<file path="src/rtl/spix_pkg.sv">
// Shared types and helpers for the spix_rctr SPI master: FSM states,
// datawidth encodings, divider sizing and byte-order mapping.
package spix_pkg;

   typedef enum logic [1:0] {
      ST_IDLE  = 2'd0,
      ST_SETUP = 2'd1,
      ST_XFER  = 2'd2,
      ST_HOLD  = 2'd3
   } state_t;

   localparam logic [1:0] DW_8  = 2'b00;
   localparam logic [1:0] DW_16 = 2'b10;
   localparam logic [1:0] DW_32 = 2'b01;

   function automatic int unsigned div_width(input int unsigned max_h);
      return (max_h < 2) ? 1 : $clog2(max_h + 1);
   endfunction

   // Index of the final sclk half period (2N-1) for a datawidth code.
   function automatic logic [5:0] last_half(input logic [1:0] dw);
      case (dw)
         DW_16:   return 6'd31;
         DW_32:   return 6'd63;
         default: return 6'd15;
      endcase
   endfunction

   // Word in the low N bits, reordered so the first byte on the wire is
   // the most significant one; its own inverse, so it serves tx and rx.
   function automatic logic [31:0] order_bytes(input logic [31:0] d,
                                               input logic [1:0] dw,
                                               input logic msb_first);
      case (dw)
         DW_16:   return msb_first ? {16'h0, d[15:0]} : {16'h0, d[7:0], d[15:8]};
         DW_32:   return msb_first ? d : {d[7:0], d[15:8], d[23:16], d[31:24]};
         default: return {24'h0, d[7:0]};
      endcase
   endfunction

   function automatic logic [31:0] tx_stream(input logic [31:0] d,
                                             input logic [1:0] dw,
                                             input logic msb_first);
      logic [31:0] o;
      o = order_bytes(d, dw, msb_first);
      case (dw)
         DW_16:   return {o[15:0], 16'h0};
         DW_32:   return o;
         default: return {o[7:0], 24'h0};
      endcase
   endfunction

endpackage

</file>
<file path="src/rtl/spix_clkdiv.sv">
// Half-bit tick generator: tick_c pulses every `half` cycles while en=1,
// restarting from zero whenever en drops.
module spix_clkdiv #(
   parameter int unsigned W = 8
) (
   input  logic         clk,
   input  logic         rst,
   input  logic         en,
   input  logic [W-1:0] half,
   output logic         tick_c
);

   logic [W-1:0] cnt;

   assign tick_c = en && (cnt == half - W'(1));

   always_ff @(posedge clk or negedge rst) begin
      if (!rst)
         cnt <= '0;
      else if (!en || tick_c)
         cnt <= '0;
      else
         cnt <= cnt + W'(1);
   end

endmodule

</file>
<file path="src/rtl/spix_rctr.sv">
// SPI master with selectable width, byte order, mode and chip-select hold.
// Optional internal loopback port when SPIX_RCTR_LOOPBACK_EN is defined.
module spix_rctr
   import spix_pkg::*;
#(
   parameter  int unsigned CLOCK_FREQ = 50000000,
   parameter  int unsigned FAST_SCLK  = 10000000,
   parameter  int unsigned SLOW_SCLK  = 400000,
   parameter  int unsigned NUM_CS     = 4,
   localparam int unsigned CSW        = (NUM_CS > 1) ? $clog2(NUM_CS) : 1
) (
   input  logic              clk,
   input  logic              rst,
   input  logic              start,
   input  logic              fast,
   input  logic              msbytefirst,
   input  logic [1:0]        datawidth,
   input  logic              cpol,
   input  logic              cpha,
   input  logic [CSW-1:0]    cs_sel,
   input  logic              cs_hold,
   input  logic              miso,
`ifdef SPIX_RCTR_LOOPBACK_EN
   input  logic              loopback,
`endif
   input  logic [31:0]       dataTx,
   output logic [31:0]       dataRx,
   output logic              rdy,
   output logic              mosi,
   output logic              sclk,
   output logic [NUM_CS-1:0] cs_n
);

   localparam int unsigned H_FAST_RAW = CLOCK_FREQ / (2 * FAST_SCLK);
   localparam int unsigned H_SLOW_RAW = CLOCK_FREQ / (2 * SLOW_SCLK);
   localparam int unsigned H_FAST     = (H_FAST_RAW == 0) ? 1 : H_FAST_RAW;
   localparam int unsigned H_SLOW     = (H_SLOW_RAW == 0) ? 1 : H_SLOW_RAW;
   localparam int unsigned H_MAX      = (H_FAST > H_SLOW) ? H_FAST : H_SLOW;
   localparam int unsigned DVW        = div_width(H_MAX);

   state_t          state;
   logic [32:0]     sr;
   logic [31:0]     rx_sh;
   logic [5:0]      half_cnt;
   logic            fast_l, msb_l, cpol_l, cpha_l, hold_l, lb_l;
   logic [1:0]      dw_l;
   logic            tick_c, busy_c, rx_bit_c, lb_in_c;
   logic [DVW-1:0]  half_c;
   logic [NUM_CS-1:0] cs_dec_c;

`ifdef SPIX_RCTR_LOOPBACK_EN
   assign lb_in_c = loopback;
`else
   assign lb_in_c = 1'b0;
`endif

   assign busy_c   = (state != ST_IDLE);
   assign half_c   = fast_l ? DVW'(H_FAST) : DVW'(H_SLOW);
   assign rx_bit_c = lb_l ? sr[32] : miso;
   // sr[32] is the bit on the wire; idle and reset fill it with ones.
   assign mosi     = sr[32];

   always_comb begin
      cs_dec_c = '1;
      for (int i = 0; i < int'(NUM_CS); i++)
         if (CSW'(i) == cs_sel) cs_dec_c[i] = 1'b0;
   end

   spix_clkdiv #(.W(DVW)) u_clkdiv (
      .clk    (clk),
      .rst    (rst),
      .en     (busy_c),
      .half   (half_c),
      .tick_c (tick_c)
   );

   always_ff @(posedge clk or negedge rst) begin
      if (!rst) begin
         state    <= ST_IDLE;
         rdy      <= 1'b1;
         cs_n     <= '1;
         sclk     <= 1'b0;
         sr       <= '1;
         rx_sh    <= '0;
         dataRx   <= '0;
         half_cnt <= '0;
         fast_l   <= 1'b0;
         msb_l    <= 1'b0;
         dw_l     <= DW_8;
         cpol_l   <= 1'b0;
         cpha_l   <= 1'b0;
         hold_l   <= 1'b0;
         lb_l     <= 1'b0;
      end else begin
         case (state)
            ST_IDLE: if (start) begin
               fast_l   <= fast;
               msb_l    <= msbytefirst;
               dw_l     <= datawidth;
               cpol_l   <= cpol;
               cpha_l   <= cpha;
               hold_l   <= cs_hold;
               lb_l     <= lb_in_c;
               // cpha=1 keeps mosi idle through SETUP; first bit appears on the leading edge
               sr       <= cpha ? {1'b1, tx_stream(dataTx, datawidth, msbytefirst)}
                                : {tx_stream(dataTx, datawidth, msbytefirst), 1'b1};
               rx_sh    <= '0;
               half_cnt <= '0;
               cs_n     <= lb_in_c ? '1 : cs_dec_c;
               sclk     <= cpol;
               rdy      <= 1'b0;
               state    <= ST_SETUP;
            end
            ST_SETUP: if (tick_c) state <= ST_XFER;
            ST_XFER: if (tick_c) begin
               half_cnt <= half_cnt + 6'd1;
               if (!half_cnt[0]) begin
                  sclk <= ~cpol_l;
                  if (cpha_l) sr    <= {sr[31:0], 1'b1};
                  else        rx_sh <= {rx_sh[30:0], rx_bit_c};
               end else begin
                  sclk <= cpol_l;
                  if (cpha_l) rx_sh <= {rx_sh[30:0], rx_bit_c};
                  else        sr    <= {sr[31:0], 1'b1};
               end
               if (half_cnt == last_half(dw_l)) state <= ST_HOLD;
            end
            ST_HOLD: if (tick_c) begin
               state  <= ST_IDLE;
               rdy    <= 1'b1;
               dataRx <= order_bytes(rx_sh, dw_l, msb_l);
               sr     <= '1;
               if (!hold_l) cs_n <= '1;
            end
            default: state <= ST_IDLE;
         endcase
      end
   end

endmodule
</file>
<file path="config.mk">
export PLATFORM = sky130hd
export DESIGN_NAME = spix_rctr
export DESIGN_NICKNAME = d
export VERILOG_FILES = /design/src/rtl/spix_pkg.sv /design/src/rtl/spix_clkdiv.sv /design/src/rtl/spix_rctr.sv
export SDC_FILE = /design/constraint.sdc
export NUM_CORES = 1
export LEC_CHECK = 0
export CORE_ASPECT_RATIO = 2
export CORE_UTILIZATION = 55
export CTS_CLUSTER_SIZE = 28
export DETAILED_ROUTE_END_ITERATION = 12
export PLACE_DENSITY = 0.83
export SLEW_MARGIN = 0
export SYNTH_ARGS = -nofsm -noshare
export SYNTH_HDL_FRONTEND = slang
export SYNTH_HIERARCHICAL = 1
export SYNTH_SLANG_ARGS = --single-unit
</file>
<file path="constraint.sdc">
create_clock -name clk -period 7.7 [get_ports clk]
set_input_delay 1.54 -clock clk [delete_from_list [all_inputs] [get_ports clk]]
set_output_delay 1.54 -clock clk [all_outputs]
set_load 0.005 [all_outputs]
</file>
# Word level (Yosys, flattened, before mapping)
# Cells that the tools add are included.
[totals]
reg_bits = 124
latch_bits = 0
ramBits = 0
romBits = 0
inputBits = 45
output_inout_bits = 39
mem_count = 0
[op_classes]
addsub = 3
multipliers = 0
div_mod_pow = 0
order_cmp = 0
n_eq_ne = 22
shifts = 0
n_mux = 50
bitwise_logic = 1
n_reduce_logical = 17
[op_table]
columns = ["op", "n"]
rows = [
  ["$pmux W32 S2", 4],
  ["$mux W33", 7],
  ["$mux W32", 7],
  ["$pmux W33 S3", 1],
  ["$mux W6", 6],
  ["$mux W16", 2],
  ["$pmux W6 S2", 2],
  ["$add A6 B1 Y6 const B", 2],
  ["$eq A6 B6 Y1", 2],
  ["$mux W4", 3],
  ["$ne A3 B3 Y1 const B", 4],
  ["$mux W2", 5],
  ["$reduce_and A5 Y1", 2],
  ["$mux W1", 9],
  ["$eq A2 B2 Y1 const B", 4],
  ["$pmux W2 S4", 1],
  ["$pmux W4 S2", 1],
  ["$eq A2 B1 Y1 const B", 3],
  ["$ne A2 B1 Y1 const B", 3],
  ["$ne A2 B2 Y1 const B", 3],
  ["$reduce_and A3 Y1", 2],
  ["$reduce_and A6 Y1", 1],
  ["$reduce_bool A2 Y1", 3],
  ["$sub A6 B1 Y6 const B", 1],
  ["other kinds (11)", 15],
]

# Depth between registers and ports, before layout
[logic_depth]
ltp_word = 10
depth_mapped = 12

# Hierarchy
# The synthesis kept the hierarchy.
[by_module_without_submodules]
columns = ["module", "instances", "cells_each", "area_per_inst_um2", "seq_area_each_um2"]
rows = [
  ["spix_rctr", 1, 779, 6907.9, 3000.4],
  ["spix_clkdiv", 1, 45, 441.7, 150.1],
]

# Worst setup path before layout
# Ideal clock, no wire load.
[synth_path]
kind = "input to register"
start = "input datawidth[0]"
end = "register sr[31]"
setup_time_ns = 0.078
t_arrival_ns = 3.110
t_required_ns = 7.622
slack_ns = 4.512
stages = 7
n_path_buf = 0
cell_sequence = "inv_1 > ha_1 > nand2b_1 > o22a_1 > o221a_1 > or3_1 > a41oi_2"
[synth_between]
elab_chain_len = 6
word_cells_on_any_way = 7
[synth_rtl]
columns = ["item", "line", "text"]
rows = [
  ["from (decl)", "spix_rctr.sv:17", "input logic [1:0] datawidth,"],
  ["$eq A2 B1 Y1 or $eq A2 B2 Y1 (tied branches)", "spix_pkg.sv:34, spix_pkg.sv:46", ""],
  ["$pmux W32 S2", "spix_pkg.sv:34", "case (dw)"],
  ["$pmux W32 S2 *", "spix_pkg.sv:46", "case (dw)"],
  ["$mux W33 *", "spix_rctr.sv:105", "sr <= cpha ? {1'b1, tx_stream(dataTx, datawidth, msbytefirst)}"],
  ["$mux W33 *", "spix_rctr.sv:96", "ST_IDLE: if (start) begin"],
  ["$pmux W33 S3 *", "spix_rctr.sv:95", "case (state)"],
  ["to (signal assigned)", "spix_rctr.sv:105", ""],
  ["to (signal assigned)", "spix_rctr.sv:119", "if (cpha_l) sr <= {sr[31:0], 1'b1};"],
  ["to (signal assigned)", "spix_rctr.sv:124", "else sr <= {sr[31:0], 1'b1};"],
  ["to (decl)", "spix_rctr.sv:42", "logic [32:0] sr;"],
]
# Mark *: on every way between the ends. The rest lies on a longest branch, timed or not. The select of a mux whose other input is x is not followed.
# A chain may end at the register's enable or synchronous reset.

# Worst setup path after layout
# Same ends and word-level chain as after synthesis.

==> flow_summary.ini <==
[status]
outcome = finished clean

[clocking]
path_clk_slew_ns = 0.05
cts_max_path_buffers = 2
postCtsSetupRepairBufs = 0
root_buffer = clkbuf_16
cts_resized = 0
numCtsBuffers = 17
htree_levels = 4
cts_hold_buf = 0
cts_tree = yes
clkSinkCount = 124
clk_latency_ns = 0.42

[synthesis]
synth_top_area_share_pct = 29.28
ys_seq_area_share_pct = 42.87
synthTopCellsByCount = 150 x nand2_1, 86 x dfrtp_1, 76 x o21ai_0
synth-simple-area-share_pct = 16.63
yosysTopAreaCell = dfrtp_1
synth_top_family_by_area = compound AO/OA/AOI/OAI gates
ys_ff_latch = 124
synth_xor_area_share_pct = 2.247
async_reset_ff_share_pct = 100.0
synthAdderAreaFrac_pct = 1.873
yosysMostFrequentCell = nand2_1
yosys-top-cells-area = dfrtp_1 29%, dfstp_2 14%, mux2i_1 8.9%, nand2_1 7.7%, o21ai_0 5.2%
synth_edf_count = 0
synth_top_flop_cell = dfrtp_1
postSynthCellCount = 824
synth_warnings = 6
synth.area.mux_share_pct = 10.74
synth-compound-area-share_pct = 21.08
postSynthAreaPerCell_sq_um = 8.919
ys_types = 64
synth_area_sq_um = 7350

[routing]
drt_first_pass_iters = 5
routedWlPerCell_microns = 19.85
ant_nets = 0
finalWirelength_microns = 20760
avgViaCountPerCell = 6.333
drt_iter0_markers = 435
vias = 6624
drc = 0

[worst_hold_path]
hold_depth = 2
hp-class = register to register

[power_and_ir_drop]
powerDensity_nw_per_um2 = 345.4
ir_drop_mv = 0.3044
leakage_uw = 0.003594

[timing]
drv_slew = 0
fin_hold_ws_ns = 0.4782
final-hold-violation-count = 0
setup_viol = 0
rsz0062_at_grt = no
timing.final.crit_share_pct = 53.69
slew-limit-headroom_pct = 35.34
period_needed_ns = 4.134
fin_tns_setup_ns = 0
timing.fmax_mhz = 241.9
finClkSkew_ns = 0.01209
max_slew.worst_pin.slew_ns = 0.9700

[floorplan]
die_w_microns = 83.74
core-area_sq_um = 12990
pin_count = 84
initial_core_util_pct = 56.57
rows = 59
dieArea_sq_um = 13860
die_height_microns = 165.5

[global_routing]
grt_max_degree = 69
grt_pass1_wl_microns = 33420
grt_usage_pct = 31.16
antenna_found_initial = 0
grt.overflow.total = 0
grt_pass1_vias = 6472

[critical_path]
worstSetupEndpointType = register
cp_data_required_time_ns = 8.04
crit_path_start_kind = input pin
worstPathMaxFanout = 20
ff2ff_path_depth = 10
critPathKind = input pin to register
reg2reg_slack_ns = 4.27
crit_arrival_ns = 4.47

[cells_and_area]
final.fill_count = 1006
area_growth_pct = 20.26
drive_gt1_share_pct = 11.41
final_nets = 937
diodes = 0
fin_util_pct = 68.03

[placement]
dp_hpwl_microns = 14770
numPortBuffers = 83
gp_congestion = 1.023

[flow_run]
max_cap_viol_count = 0
sequential cells by signal (all words and copies together), names as in the netlist, 2 cells and up:
register / count
dataRx: 32
cs_n: 4
u_clkdiv/cnt: 6
state: 2
sr: 33
dw_l: 2
half_cnt: 6
rx_sh: 32
path summary, 6_finish.rpt:
kind / endpoint / startpoint
max in group asynchronous: rx_sh[9]$_DFFE_PN0P_ / rst
worst min register to register: dataRx[26]$_DFFE_PN0P_ / dataRx[26]$_DFFE_PN0P_
worst min-delay path: dataRx[26]$_DFFE_PN0P_ / dataRx[26]$_DFFE_PN0P_
worst max-delay path: sr[31]$_DFFE_PN1P_ / datawidth[0]
min in group asynchronous: dataRx[27]$_DFFE_PN0P_ / rst
worst max register to register: dataRx[15]$_DFFE_PN0P_ / fast_l$_DFFE_PN0P_
worst max-delay path, stage by stage:
cell and delay, ns:
clkdlybuf4s50_1 0.48, inv_1 0.07, ha_1 0.53, nand2b_1 0.61, o22a_1 0.41, o221a_1 0.25
or3_1 0.38, a41oi_2 0.19
kinds of logic (layout without fill, tap and decap cells):
group | Yosys count | after routing
adder cells (fa/ha/maj) | 11 | 11
multiplexers | 77 | 77
AO/OA/AOI/OAI | 239 | 239
other | 2 | 5
flip-flops | 124 | 124
XOR/XNOR | 18 | 18
AND/OR/NAND/NOR | 278 | 278
buffers and inverters | 75 | 142
placed cells by master (no fill, tap or decap), types with 15 or more instances in the layout:
cell / instances
a21oi_1: 39
o21ai_0: 76
a22oi_1: 15
dfstp_2: 38
nand2_1: 150
a31oi_1: 18
dfrtp_1: 86
clkdlybuf4s50_1: 81
mux2i_1: 65
clkbuf_16: 17
inv_1: 19
nor2_1: 65
final cells by class:
cell class	count	area, sq um	area share, %
timing repair buffer	91	883.3	9.994
sequential	124	3151	35.65
inverter	19	71.32	0.8069
clock buffer	19	442.9	5.011
clock inverter	13	215.2	2.435
tap	152	190.2	2.152
multi-input combinational	628	3885	43.96
where the power goes:
group	leakage [uW]	switching (uW)	internal, uW
registers	0.00157	102	880
logic	0.00170	738	448
clock network	0.000318	298	586
layer usage:
layer	vias up	share of wire [%]	global-route usage [%]
met2	326	53	57.46
li1	3051	-	-
met1	3158	35	31.77
met3	89	4.9	4.672
met4	0	7.1	22.27
met5	-	0	0
per-stage QoR:
step / std cells / area [sq um] / power [uW] / setup slack (ns)
after global routing: 1046 / 8838 / 3220 / 3.456
final: 1046 / 8838 / 3053 / 3.566
after CTS: 1046 / 8838 / 3047 / 3.598
after detailed placement: 1014 / 8180 / 2150 / 3.176
after floorplan: 827 / 7361 / 1860 / 4.512
after global placement: 1014 / 8180 / 2128 / 3.235
(Power assumes the default switching activity.)
